==> config.mk <==
export PLATFORM = sky130hd
export DESIGN_NAME = multiword_select_adder_seq
export DESIGN_NICKNAME = d
export VERILOG_FILES = /design/src/rtl/multiword_select_adder_seq.sv
export SDC_FILE = /design/constraint.sdc
export NUM_CORES = 1
export LEC_CHECK = 0
export ABC_CLOCK_PERIOD_IN_PS = 3000
export CAP_MARGIN = 10
export CORE_MARGIN = 2
export CORE_UTILIZATION = 40
export CTS_BUF_LIST = sky130_fd_sc_hd__clkbuf_4
export DETAILED_ROUTE_END_ITERATION = 8
export GPL_ROUTABILITY_DRIVEN = 0
export MAX_ROUTING_LAYER = met4
export PLACE_DENSITY_LB_ADDON = 0.08
export SLEW_MARGIN = 20
export SYNTH_ARGS = -nofsm -noshare
export SYNTH_HDL_FRONTEND = slang
export SYNTH_SLANG_ARGS = --single-unit
==> constraint.sdc <==
create_clock -name clk -period 3 [get_ports clk]
set_input_delay 0.9 -clock clk [delete_from_list [all_inputs] [get_ports clk]]
set_output_delay 0.9 -clock clk [all_outputs]
set_load 0.01 [all_outputs]
==> src/rtl/multiword_select_adder_seq.sv <==
// Multi-word adder sequencer: feeds one 16-bit chunk per clock to an external
// 16-bit carry-select adder, least significant chunk first, and assembles the W-bit result.
module multiword_select_adder_seq #(
    parameter int WORDS = 4
) (
    input  logic                  clk,
    input  logic                  rst_n,
    input  logic                  in_valid,
    output logic                  in_ready,
    input  logic [16*WORDS-1:0]   op_a,
    input  logic [16*WORDS-1:0]   op_b,
    input  logic                  op_cin,
    output logic [15:0]           add_a,
    output logic [15:0]           add_b,
    output logic                  add_cin,
    input  logic [15:0]           add_s,
    input  logic                  add_cout,
    output logic                  out_valid,
    input  logic                  out_ready,
    output logic [16*WORDS-1:0]   sum,
    output logic                  cout
);

    localparam int W    = 16 * WORDS;
    localparam int CW   = 16;
    localparam int IDXW = (WORDS > 1) ? $clog2(WORDS) : 1;
    localparam logic [IDXW-1:0] LAST_IDX = IDXW'(WORDS - 1);

    typedef enum logic [1:0] {
        IDLE = 2'd0,
        RUN  = 2'd1,
        DONE = 2'd2
    } state_t;

    state_t            state_r;
    state_t            state_nxt_s;
    logic [IDXW-1:0]   idx_r;
    logic              carry_r;
    logic [W-1:0]      opa_r;
    logic [W-1:0]      opb_r;
    logic [W-1:0]      sum_r;
    logic              cout_r;
    logic              out_valid_r;

    logic              in_ready_s;
    logic              accept_s;
    logic              last_s;
    logic [CW-1:0]     add_a_s;
    logic [CW-1:0]     add_b_s;
    logic              add_cin_s;

    function automatic logic [CW-1:0] chunk_sel(input logic [W-1:0] vec, input logic [IDXW-1:0] idx);
        return vec[CW*idx +: CW];
    endfunction

    assign last_s   = (idx_r == LAST_IDX);
    assign accept_s = in_valid & in_ready_s;

    // Next-state decode plus handshake and adder-operand drive.
    always_comb begin
        state_nxt_s = state_r;
        in_ready_s  = 1'b0;
        add_a_s     = {CW{1'b0}};
        add_b_s     = {CW{1'b0}};
        add_cin_s   = 1'b0;
        case (state_r)
            IDLE: begin
                in_ready_s = 1'b1;
                if (in_valid) begin
                    state_nxt_s = RUN;
                end else begin
                    state_nxt_s = IDLE;
                end
            end
            RUN: begin
                add_a_s   = chunk_sel(opa_r, idx_r);
                add_b_s   = chunk_sel(opb_r, idx_r);
                add_cin_s = carry_r;
                if (last_s) begin
                    state_nxt_s = DONE;
                end else begin
                    state_nxt_s = RUN;
                end
            end
            DONE: begin
                // A consumed result frees the slot in the same cycle, so a new request can enter.
                if (out_ready) begin
                    in_ready_s = 1'b1;
                    if (in_valid) begin
                        state_nxt_s = RUN;
                    end else begin
                        state_nxt_s = IDLE;
                    end
                end else begin
                    state_nxt_s = DONE;
                end
            end
            default: begin
                state_nxt_s = IDLE;
            end
        endcase
    end

    // FSM state register.
    always_ff @(posedge clk or negedge rst_n) begin
        if (!rst_n) begin
            state_r <= IDLE;
        end else begin
            state_r <= state_nxt_s;
        end
    end

    // Operand capture, chunk-by-chunk sum assembly and inter-chunk carry.
    always_ff @(posedge clk or negedge rst_n) begin
        if (!rst_n) begin
            opa_r   <= {W{1'b0}};
            opb_r   <= {W{1'b0}};
            carry_r <= 1'b0;
            idx_r   <= {IDXW{1'b0}};
            sum_r   <= {W{1'b0}};
            cout_r  <= 1'b0;
        end else if (accept_s) begin
            opa_r   <= op_a;
            opb_r   <= op_b;
            carry_r <= op_cin;
            idx_r   <= {IDXW{1'b0}};
        end else if (state_r == RUN) begin
            sum_r[CW*idx_r +: CW] <= add_s;
            carry_r               <= add_cout;
            // idx parks on the last chunk so it never wraps inside an operation.
            if (last_s) begin
                cout_r <= add_cout;
            end else begin
                idx_r <= idx_r + IDXW'(1);
            end
        end
    end

    // Result-valid flag: raised after the last chunk, dropped when consumed.
    always_ff @(posedge clk or negedge rst_n) begin
        if (!rst_n) begin
            out_valid_r <= 1'b0;
        end else if ((state_r == RUN) && last_s) begin
            out_valid_r <= 1'b1;
        end else if ((state_r == DONE) && out_ready) begin
            out_valid_r <= 1'b0;
        end
    end

    assign in_ready  = in_ready_s;
    assign add_a     = add_a_s;
    assign add_b     = add_b_s;
    assign add_cin   = add_cin_s;
    assign out_valid = out_valid_r;
    assign sum       = sum_r;
    assign cout      = cout_r;

endmodule

==> insert_results.sql <==
INSERT INTO impl_metrics (metric_group, metric, value, unit) VALUES
('run_status', 'result_of_the_run', 'finished with violations', ''),
('run_status', 'failed_checks', 'setup timing', ''),
('job', 'max-cap-violations', '0', ''),
('floorplan', 'area_of_the_placeable_core', '20890', 'µm²'),
('yosys', 'synth-edff-count', '0', ''),
('yosys', 'cell_area_after_technology_mapping', '8459', 'µm²'),
('floorplan', 'io_pins', '250', ''),
('place', 'placed_area', '11370', 'µm²'),
('hold_path', 'worst_hold_path_type', 'primary input to async pin', ''),
('finish', 'areaGrowthSynthToFinish', '41.74', '%'),
('critical_path', 'arrival', '2200', 'ps'),
('routing', 'vias', '5584', ''),
('clock_tree', 'clk_pin_slew_worst_paths', '160', 'ps'),
('critical_path', 'critical_path_class', 'flip-flop to primary output', ''),
('clock_tree', 'max_clock_buf_depth', '2', ''),
('sta', 'timing.final.ws_setup', '-99.14', 'ps'),
('sta', 'finalClockSkew', '11.70', 'ps'),
('yosys', 'synth_async_sr_flop_share', '100.0', '%'),
('finish', 'most-common-layout-cells', 'sky130_fd_sc_hd__clkdlybuf4s50_1 (214), sky130_fd_sc_hd__dfrtp_1 (196), sky130_fd_sc_hd__mux2_1 (77), sky130_fd_sc_hd__a22o_1 (64), sky130_fd_sc_hd__mux2_2 (54)', ''),
('place', 'placedCellCount', '1043', ''),
('yosys', 'syn-num-nets', '686', ''),
('finish', 'layoutNonFillerInstCount', '1093', ''),
('critical_path', 'worstPathRequired', '2100', 'ps'),
('routing', 'detailed_route_iter0_violations', '195', ''),
('routing', 'routed_via_density', '5.109', ''),
('critical_path', 'critical_path.max_fanout', '5', ''),
('finish', 'layout.cells.most_common', 'sky130_fd_sc_hd__clkdlybuf4s50_1', ''),
('yosys', 'postSynthRegisterBits', '199', ''),
('sta', 'hold_viol', '0', ''),
('clock_tree', 'cts_made_buffers', '17', ''),
('global_route', 'antenna_found_initial', '1', ''),
('sta', 'fin_tns_setup', '-621.2', 'ps'),
('place', 'place.port_buffers', '249', ''),
('floorplan', 'initial_utilization', '40.50', '%'),
('finish', 'register_area', '4984', 'µm²'),
('routing', 'route.final.wire_length', '21470', 'µm'),
('place', 'detailed_placer_s_ending_hpwl', '14600', 'µm'),
('sta', 'maxClockFrequency', '322.7', 'MHz'),
('clock_tree', 'cts_root_buffer', 'sky130_fd_sc_hd__clkbuf_4', ''),
('global_route', 'grt_overflow', '0', ''),
('floorplan', 'floorplan.die.width', '149.4', 'µm'),
('sta', 'maxSlewHeadroom', '43.49', '%'),
('sta', 'worst_hold_slack', '329.3', 'ps'),
('finish', 'multi_input_comb_area', '3321', 'µm²'),
('routing', 'wl_per_cell', '19.65', 'µm'),
('floorplan', 'die-area', '22330', 'µm²'),
('finish', 'nFillCells', '1691', ''),
('sta', 'rsz0062_at_grt', 'yes', ''),
('finish', 'final_core_utilization', '57.40', '%'),
('yosys', 'synthesis.yosys.warnings', '0', ''),
('sta', 'slew_violations', '0', ''),
('finish', 'layout-drive-gt1-share', '27.94', '%'),
('critical_path', 'cp-end-kind', 'primary output', ''),
('floorplan', 'rows', '53', ''),
('yosys', 'synth_top_flop_cell', 'sky130_fd_sc_hd__dfrtp_1', ''),
('routing', 'detail-route-antenna-nets', '0', ''),
('floorplan', 'die_h', '149.4', 'µm'),
('clock_tree', 'tritoncts_clock_tree', 'built', ''),
('yosys', 'synth_cell_type_count', '29', ''),
('finish', 'design.final.nets', '958', ''),
('sta', 'report.final.setup_viol', '14', ''),
('clock_tree', 'cts_hold_repair.buffers', '0', ''),
('yosys', 'synth_sequential_area_ratio', '58.87', '%'),
('yosys', 'syn_area_per_cell', '15.93', 'µm²'),
('sta', 'worstMarginPinSlew', '844.9', 'ps'),
('pwr', 'worst_vdd_ir', '0.4360', 'mV'),
('global_route', 'groute.usage.overall', '20.51', '%'),
('place', 'place_ws', '27.54', 'ps'),
('critical_path', 'startpoint_type_of_the_worst_setup_path', 'flip-flop', ''),
('routing', 'dr.pass1.iters', '6', ''),
('clock_tree', 'number_of_sinks_on_the_clock_net', '199', ''),
('finish', 'postLayoutCellArea', '11990', 'µm²'),
('global_route', 'via_count_of_the_first_global_routing_pass', '6019', ''),
('pwr', 'ratio_of_total_power_to_cell_area', '1051', 'nW/µm²'),
('pwr', 'report.power.total', '12.60', 'mW'),
('sta', 'timing.final.crit_share', '103.3', '%'),
('clock_tree', 'worst_skew_pair.late_latency', '590', 'ps'),
('routing', 'drc', '0', ''),
('yosys', 'synthesis.instances', '531', ''),
('sta', 'min_period', '3099', 'ps'),
('clock_tree', 'cts_htree_levels', '4', ''),
('global_route', 'pin_count_of_the_biggest_net_entering_global_routing', '80', ''),
('pwr', 'static-leakage-power', '5.106', 'nW'),
('global_route', 'grt_pass1_wl', '33710', 'µm');
## cells by family (layout without fill, tap and decap cells)
family | count (synthesis) | count (layout) | synth area share (%)
AO/OA/AOI/OAI | 69 | 69 | 6.952
XOR/XNOR | 1 | 1 | 0.1036
multiplexers | 163 | 163 | 25.96
buffers and inverters | 38 | 323 | 2.869
AND/OR/NAND/NOR | 56 | 56 | 4.511
other | 0 | 2 | 0
adder cells (fa/ha/maj) | 5 | 5 | 0.7395
flip-flops | 199 | 199 | 58.87
## cells in the mapped netlist (3+ instances only)
cell type,instances,area (µm²)
sky130_fd_sc_hd__nor2_1,3,11.26
sky130_fd_sc_hd__dfrtp_1,199,4980
sky130_fd_sc_hd__ha_1,5,62.56
sky130_fd_sc_hd__a22o_1,64,560.5
sky130_fd_sc_hd__buf_6,9,101.4
sky130_fd_sc_hd__nand2_1,8,30.03
sky130_fd_sc_hd__buf_2,10,50.05
sky130_fd_sc_hd__mux4_2,32,720.7
sky130_fd_sc_hd__inv_1,3,11.26
sky130_fd_sc_hd__clkbuf_1,10,37.54
sky130_fd_sc_hd__a21oi_1,3,15.01
sky130_fd_sc_hd__buf_4,5,37.54
sky130_fd_sc_hd__and2_1,33,206.5
sky130_fd_sc_hd__mux2_1,77,867.1
sky130_fd_sc_hd__mux2_2,54,608.1
## critical path: stages, from the launching register on
cell,delay [ps]
sky130_fd_sc_hd__dfrtp_2,460
sky130_fd_sc_hd__buf_12,130
sky130_fd_sc_hd__buf_12,120
sky130_fd_sc_hd__buf_12,130
sky130_fd_sc_hd__buf_6,110
sky130_fd_sc_hd__mux4_2,400
sky130_fd_sc_hd__and2_4,150
sky130_fd_sc_hd__buf_6,120
## where the power goes
part | switching (mW) | internal, mW | leakage, nW | total (mW)
logic | 2.49 | 4.13 | 2.50 | 6.62
clock network | 0.966 | 0.348 | 0.137 | 1.31
registers | 0.688 | 3.98 | 2.47 | 4.66
## registers in the layout (all words and copies together), names as in the netlist
signal	flops
opa_r	64
opb_r	64
sum	64
idx_r	2
state_r	2
carry_r	1
cout	1
out_valid	1
## path summary, 6_finish.rpt
path / startpoint / end / slack [ps] / depth (start not counted)
worst min register to register: opb_r[48]$_DFFE_PN0P_ / opb_r[48]$_DFFE_PN0P_ / 510 / 1
worst max register to register: idx_r[0]$_DFFE_PN0P_ / sum[54]$_DFFE_PN0P_ / 590 / 7
worst min-delay path: rst_n / sum[44]$_DFFE_PN0P_ / 330 / 1
worst max-delay path: idx_r[0]$_DFFE_PN0P_ / add_a[15] / -100 / 7
max in group asynchronous: rst_n / opb_r[0]$_DFFE_PN0P_ / 1960 / 2
min in group clk: opb_r[48]$_DFFE_PN0P_ / opb_r[48]$_DFFE_PN0P_ / 510 / 1
## cell type report
class	instances	share of cell area, %
clock inverters	15	1.002
flip-flops and latches	199	41.56
inverters	3	0.09392
well taps	275	2.870
multi-input cells	294	27.69
repair buffers	288	25.67
diodes	2	0.04174
clock buffers	17	1.064
## what timing repair did
| action | 4_1_cts | 5_1_grt |
|---|---|---|
| buffers inserted | 14 | 1 |
| resized for setup | 175 | 33 |
| setup endpoints to repair | 33 | 34 |
| pin swaps | 18 | 7 |
| cloned | 5 | 0 |
## routing by layer
metal | up-vias | global-route usage [%] | wire [µm]
met5 | - | - | 0
met4 | 0 | 5.952 | 363
met3 | 22 | 4.939 | 1437
met2 | 189 | 31.79 | 10250
met1 | 2855 | 27.08 | 9417
li1 | 2518 | - | -
No activity file was read; power rests on OpenSTA's default activity.
